$ cat src/rtl/sm_sort_ctrl.sv
// Block bubble sorter for sign-magnitude words: LOAD -> SORT -> DRAIN, one shared >= compare per cycle.
// Optional SM_SORT_EARLY_EXIT_EN: finish SORT after the first pass with no swaps.

module sm_ge #(
    parameter int N = 8
) (
    input  logic [N-1:0] i_a,
    input  logic [N-1:0] i_b,
    output logic         o_out
);
    always_comb begin
        o_out = 1'b0;
        if (i_a[N-1] != i_b[N-1])
            o_out = ~i_a[N-1];
        else if (!i_a[N-1])
            o_out = (i_a[N-2:0] >= i_b[N-2:0]);
        else
            o_out = (i_a[N-2:0] <= i_b[N-2:0]);
    end
endmodule

module sm_sort_ctrl #(
    parameter int N     = 8,
    parameter int DEPTH = 4
) (
    input  logic         i_clk,
    input  logic         i_rst_n,
    input  logic         i_valid,
    output logic         o_ready,
    input  logic [N-1:0] i_data,
    output logic         o_valid,
    input  logic         i_ready,
    output logic [N-1:0] o_data,
    output logic         o_busy
);
    localparam int IW = $clog2(DEPTH);

    typedef enum logic [1:0] {LOAD, SORT, DRAIN} state_t;

    state_t        state;
    logic [N-1:0]  mem [DEPTH];
    logic [IW-1:0] wr_idx, rd_idx, j, p;
    logic [IW-1:0] j_nxt;
    logic          ge, swap, last_j, last_pass, early_done;

    assign j_nxt     = j + IW'(1);
    assign last_j    = (j == IW'(DEPTH - 2) - p);
    assign last_pass = (p == IW'(DEPTH - 2));

    sm_ge #(.N(N)) u_ge (
        .i_a   (mem[j_nxt]),
        .i_b   (mem[j]),
        .o_out (ge)
    );

    assign swap = (state == SORT) && !ge;

`ifdef SM_SORT_EARLY_EXIT_EN
    logic swapped;
    // The pass is clean only if neither earlier compares nor the current one swapped.
    assign early_done = !(swapped || swap);
`else
    assign early_done = 1'b0;
`endif

    assign o_ready = i_rst_n && (state == LOAD);
    assign o_valid = (state == DRAIN);
    assign o_busy  = (state == SORT);
    assign o_data  = (state == DRAIN) ? mem[rd_idx] : '0;

    always_ff @(posedge i_clk) begin
        if (!i_rst_n) begin
            state  <= LOAD;
            wr_idx <= '0;
            rd_idx <= '0;
            j      <= '0;
            p      <= '0;
            for (int k = 0; k < DEPTH; k++) mem[k] <= '0;
`ifdef SM_SORT_EARLY_EXIT_EN
            swapped <= 1'b0;
`endif
        end else begin
            case (state)
                LOAD: begin
                    if (i_valid) begin
                        mem[wr_idx] <= i_data;
                        if (wr_idx == IW'(DEPTH - 1)) begin
                            wr_idx <= '0;
                            state  <= SORT;
                        end else begin
                            wr_idx <= wr_idx + IW'(1);
                        end
                    end
                end
                SORT: begin
                    if (swap) begin
                        mem[j]     <= mem[j_nxt];
                        mem[j_nxt] <= mem[j];
                    end
`ifdef SM_SORT_EARLY_EXIT_EN
                    swapped <= last_j ? 1'b0 : (swapped || swap);
`endif
                    if (last_j) begin
                        j <= '0;
                        if (last_pass || early_done) begin
                            p     <= '0;
                            state <= DRAIN;
                        end else begin
                            p <= p + IW'(1);
                        end
                    end else begin
                        j <= j_nxt;
                    end
                end
                DRAIN: begin
                    if (i_ready) begin
                        if (rd_idx == IW'(DEPTH - 1)) begin
                            rd_idx <= '0;
                            state  <= LOAD;
                        end else begin
                            rd_idx <= rd_idx + IW'(1);
                        end
                    end
                end
                default: state <= LOAD;
            endcase
        end
    end
endmodule

$ cat config.mk
export PLATFORM = sky130hd
export DESIGN_NAME = sm_sort_ctrl
export DESIGN_NICKNAME = d
export VERILOG_FILES = /design/src/rtl/sm_sort_ctrl.sv
export SDC_FILE = /design/constraint.sdc
export NUM_CORES = 1
export LEC_CHECK = 0
export ABC_AREA = 1
export CAP_MARGIN = 15
export CORE_MARGIN = 3
export CORE_UTILIZATION = 62
export CTS_BUF_LIST = sky130_fd_sc_hd__clkbuf_4 sky130_fd_sc_hd__clkbuf_8
export DETAILED_ROUTE_END_ITERATION = 10
export GPL_TIMING_DRIVEN = 0
export PLACE_DENSITY_LB_ADDON = 0.25
export SYNTH_ARGS = -nofsm -noshare
export SYNTH_HDL_FRONTEND = slang
export SYNTH_SLANG_ARGS = --single-unit
$ cat constraint.sdc
create_clock -name i_clk -period 5.5 [get_ports i_clk]
set_clock_uncertainty 0.2 [all_clocks]
set_input_delay 1.1 -clock i_clk [delete_from_list [all_inputs] [get_ports i_clk]]
set_output_delay 1.1 -clock i_clk [all_outputs]
set_load 0.005 [all_outputs]
==> flow_results.org <==
** Placement
- Summed over all nets, the half-perimeter wirelength after detailed placement is 7200 µm.
- Placer Congestion :: 0.923
- Placed cell area :: 3780 µm²
- IO Port Bufs :: 22

** Logic synthesis
- Ys flop type :: edfxtp_1
- Mean post-synth cell area :: 6.96 µm²
- Number of flops mapped to enable cells by yosys :: 32
- The number of nets in the synthesized netlist is 527.
- Synth unique cells :: 33
- After synthesis, flip-flops and latches occupy 35.7% of the total area.
- Counting flops with an async set or reset pin after synthesis yields a share of 0%.
- Area share of the largest cell type after synthesis :: 27.7%
- Biggest area contributors in the synthesized netlist :: edfxtp_1 28%, nand2_1 17%, dfxtp_1 8.1%
- Gate count after technology mapping :: 499
- The mapped netlist covers 3470 µm².
- Total of flip-flops plus latches after synthesis :: 46
- The largest total area in the synthesized netlist belongs to edfxtp_1.
- YS warnings :: 0

** Pwr
- Areal power density over the cells :: 195 nW/µm²
- Power after layout :: 0.000753 W
- Leakage power total :: 1.77 nW
- Worst voltage drop across the vdd grid :: 0.0919 mV

** GRT
- The total overflow left after global routing is 0.
- Pin count of the biggest net entering global routing :: 14
- The initial antenna violation count is 0.
- The number of global-route vias before repair was 3155.
- Global-route wire length before repair :: 14900 µm
- For this run, the total global-route usage over all layers was measured as 29.4%.

** Timing
- The tightest hold path in the finished design has a slack of 0.302 ns.
- In the final timing run, aggregate negative setup slack is 0 ns.
- RSZ-0062 raised after global routing :: false
- The routed design could run at a clock period as short as 5.02 ns.
- The final hold violation count came to 0.
- Slew HR :: 25.6%
- Dividing the final minimum period by the clock period gives 91.3%.
- Fmax :: 199 MHz
- Setup violations remaining at the end of the flow were counted as 0.
- Final Slew Violations :: 0
- At the pin with the least slew margin, the transition time is 1.10 ns.

** Floorplanning
- 23 I/O pins were placed.
- DIE WIDTH :: 80.8 µm
- After floorplanning, the core was divided into 26 placement rows.
- The region available for standard cell placement spans 5270 µm².
- Area of the die :: 6530 µm²
- The die is 80.8 µm tall.
- Once the floorplan was initialized, standard cells occupied 65.9% of the core.

** CTS
- Buffer depth of the longest clock path :: 2
- Sink Count :: 46
- TritonCTS built the clock tree.
- CTS buffer count :: 5
- CTS H-tree depth :: 2
- Hold-fix buffers at CTS :: 0
- Post-CTS resize count :: 0
- Number of post-CTS setup repair buffers :: 0
- Clock latency on the worst-skew pair, taken at its later pin, is 0.30 ns.
- Clock-pin slew was measured on the worst setup and hold paths at 0.08 ns.
- The root buffer cell chosen for the clock tree is clkbuf_8.

** Detailed routing
- Using the TritonRoute via totals, the vias-per-cell ratio works out to 5.76.
- For this run, the detailed router's first-pass iteration total came to 5.
- Post-DRT Antenna Nets :: 0
- Signal routing reaches up to met4.
- After detailed routing, the met3 layer carries 997 µm of wire.
- The first routing iteration left 328 violations.
- Total wire length :: 9040 µm
- Post-Route M1 WL :: 3690 µm
- For this block, the via count after detailed routing is 3455.
- The routed design uses 4240 µm of met2 wire.
- In the final routed layout, each cell accounts on average for 15.1 µm.
- Post-route DRC violation count :: 0

** Setup path
- The worst setup path is launched from a register.
- Data on the critical path arrives at its endpoint at 4.74 ns.
- Crit path capture type :: register
- The worst setup path is of the reg2reg kind.
- On the worst path, the slowest cell contributes a delay of 0.89 ns.
- Counting both buffers and inverters, the worst setup path holds a total of 6.
- CP cell instances :: inv_2 > clkbuf_1 > ha_1 > clkbuf_1 > nand3_1 > nand2_1 > inv_1 > ha_1 > nand2_1 > inv_1 > a21oi_1 > nand3_1 > nand2_2 > nand3_4 > buf_6 > nand2_2 > nand2_4 > o21ai_0
- Broken down by cell family, the worst path's largest delay share belongs to buffers and inverters.
- Max Fanout on Critical Path :: 11
- Highest-delay cell along the critical path :: o21ai_0
- For the worst setup path, the data required time is 5.22 ns.

** Layout
- Antenna cells :: 0
- Net total in the final layout :: 557
- Final Instance Area :: 3870 µm²
- Util after Layout :: 73.4%
- The filler cells instantiated in the layout total 443.
- Share of post-route cells with drive strength above 1 :: 7.92%
- Relative to the synthesized area, the layout overhead comes to 11.5%.

** Min path
- The worst hold path belongs to the class reg2reg.

** Run
- Across the run, the number of max-cap violations was 0.

** Run status
- Outcome :: completed
[cells in the final DEF, fill, tap and decap left out]
cell             count
nand3_4              1
nor2_8               2
nor2_2               3
nor2_1              47
clkdlybuf4s50_1     22
xnor2_1              1
a32oi_1              6
nor3_1               1
nor2_4               3
nand2_1            158
clkinv_2             1
a32o_1               1
o22ai_1              1
dfxtp_1             14
nand4_1             13
xor2_1               1
o21ai_0             42
nand2_2              4
buf_6                2
inv_1               55
buf_2                8
ha_1                16
nand3_1             11
clkbuf_1             7
a21oi_1             52
a31oi_1              2
o211ai_2             1
clkbuf_4             1
clkinv_1             1
o21ai_2              1
edfxtp_1            32
clkbuf_8             5
o211ai_1             3
buf_1                1
buf_4                3
nand2_4              3
and3_1               1
inv_2                4
[worst paths after layout]
| check | start | to | slack, ns | cells past startpoint |
|---|---|---|---|---|
| max | j[0] | mem[0][2] | 0.48 | 18 |
| max reg2reg | j[0] | mem[0][2] | 0.48 | 18 |
| min | rd_idx[1] | rd_idx[1] | 0.30 | 2 |
| min reg2reg | rd_idx[1] | rd_idx[1] | 0.30 | 2 |
[layout make-up]
cell class                      count  area [µm²]  area share [%]
Multi-Input combinational cell    374        1900            49.1
Buffer                             20         110            2.85
Timing Repair Buffer               23         225            5.82
Clock inverter                      2        8.76           0.226
Clock buffer                        6        76.3            1.97
Sequential cell                    46        1240            32.1
Tap cell                           70        87.6            2.26
Inverter                           59         221            5.72
[per-layer routing]
layer / vias to the layer above / global-route usage (%)
met5: - / 0
met4: 0 / 8.45
met3: 13 / 4.88
met2: 196 / 48.7
met1: 1542 / 39.7
li1: 1704 / -
[metrics by stage]
step                cells  setup WS [ns]
floorplan             499           1.52
global placement      591          0.694
detailed placement    591          0.559
CTS                   599          0.527
global route          600          0.112
finish                600          0.481
[where the power goes]
part	switching (W)	internal (W)
registers	0.0000166	0.000392
logic	0.0000924	0.0000436
clock network	0.000116	0.0000926
[registers in the layout, summed over array words and instances, names as in the netlist, named ones only]
| signal | cells |
|---|---|
| j | 2 |
| wr_idx | 2 |
| p | 2 |
| mem | 32 |
| state | 2 |
| rd_idx | 2 |
[cells by family after synthesis]
family                     synth area share (%)
AOI/OAI and AO/OA                          17.2
adders and majority gates                  5.77
xor gates and xnor gates                  0.505
buffers and inverters                      9.55
DFF                                        35.7
and+or+nand+nor                            31.3
[cells in the mapped netlist (2+ instances only)]
cell / n
inv_2: 4
o21ai_0: 42
nand3_1: 11
nor2_4: 3
edfxtp_1: 32
nor2_2: 3
dfxtp_1: 14
nor2_1: 47
nand4_1: 13
nor2_8: 2
a32oi_1: 6
a31oi_1: 2
a21oi_1: 52
buf_6: 2
inv_1: 55
nand2_4: 3
nand2_1: 158
buf_2: 7
nand2_2: 4
clkbuf_1: 7
ha_1: 16
buf_4: 3
o211ai_1: 3
[worst reg2reg max path, cell delays in order (launching register included)]
cell      delay [ns]
dfxtp_1         0.52
inv_2           0.13
clkbuf_1        0.28
ha_1            0.49
clkbuf_1        0.40
nand3_1         0.16
nand2_1         0.16
inv_1           0.06
ha_1            0.28
nand2_1         0.10
inv_1           0.05
a21oi_1         0.20
nand3_1         0.13
nand2_2         0.14
nand3_4         0.11
buf_6           0.18
nand2_2         0.08
nand2_4         0.10
o21ai_0         0.89
(Power assumes the default switching activity.)
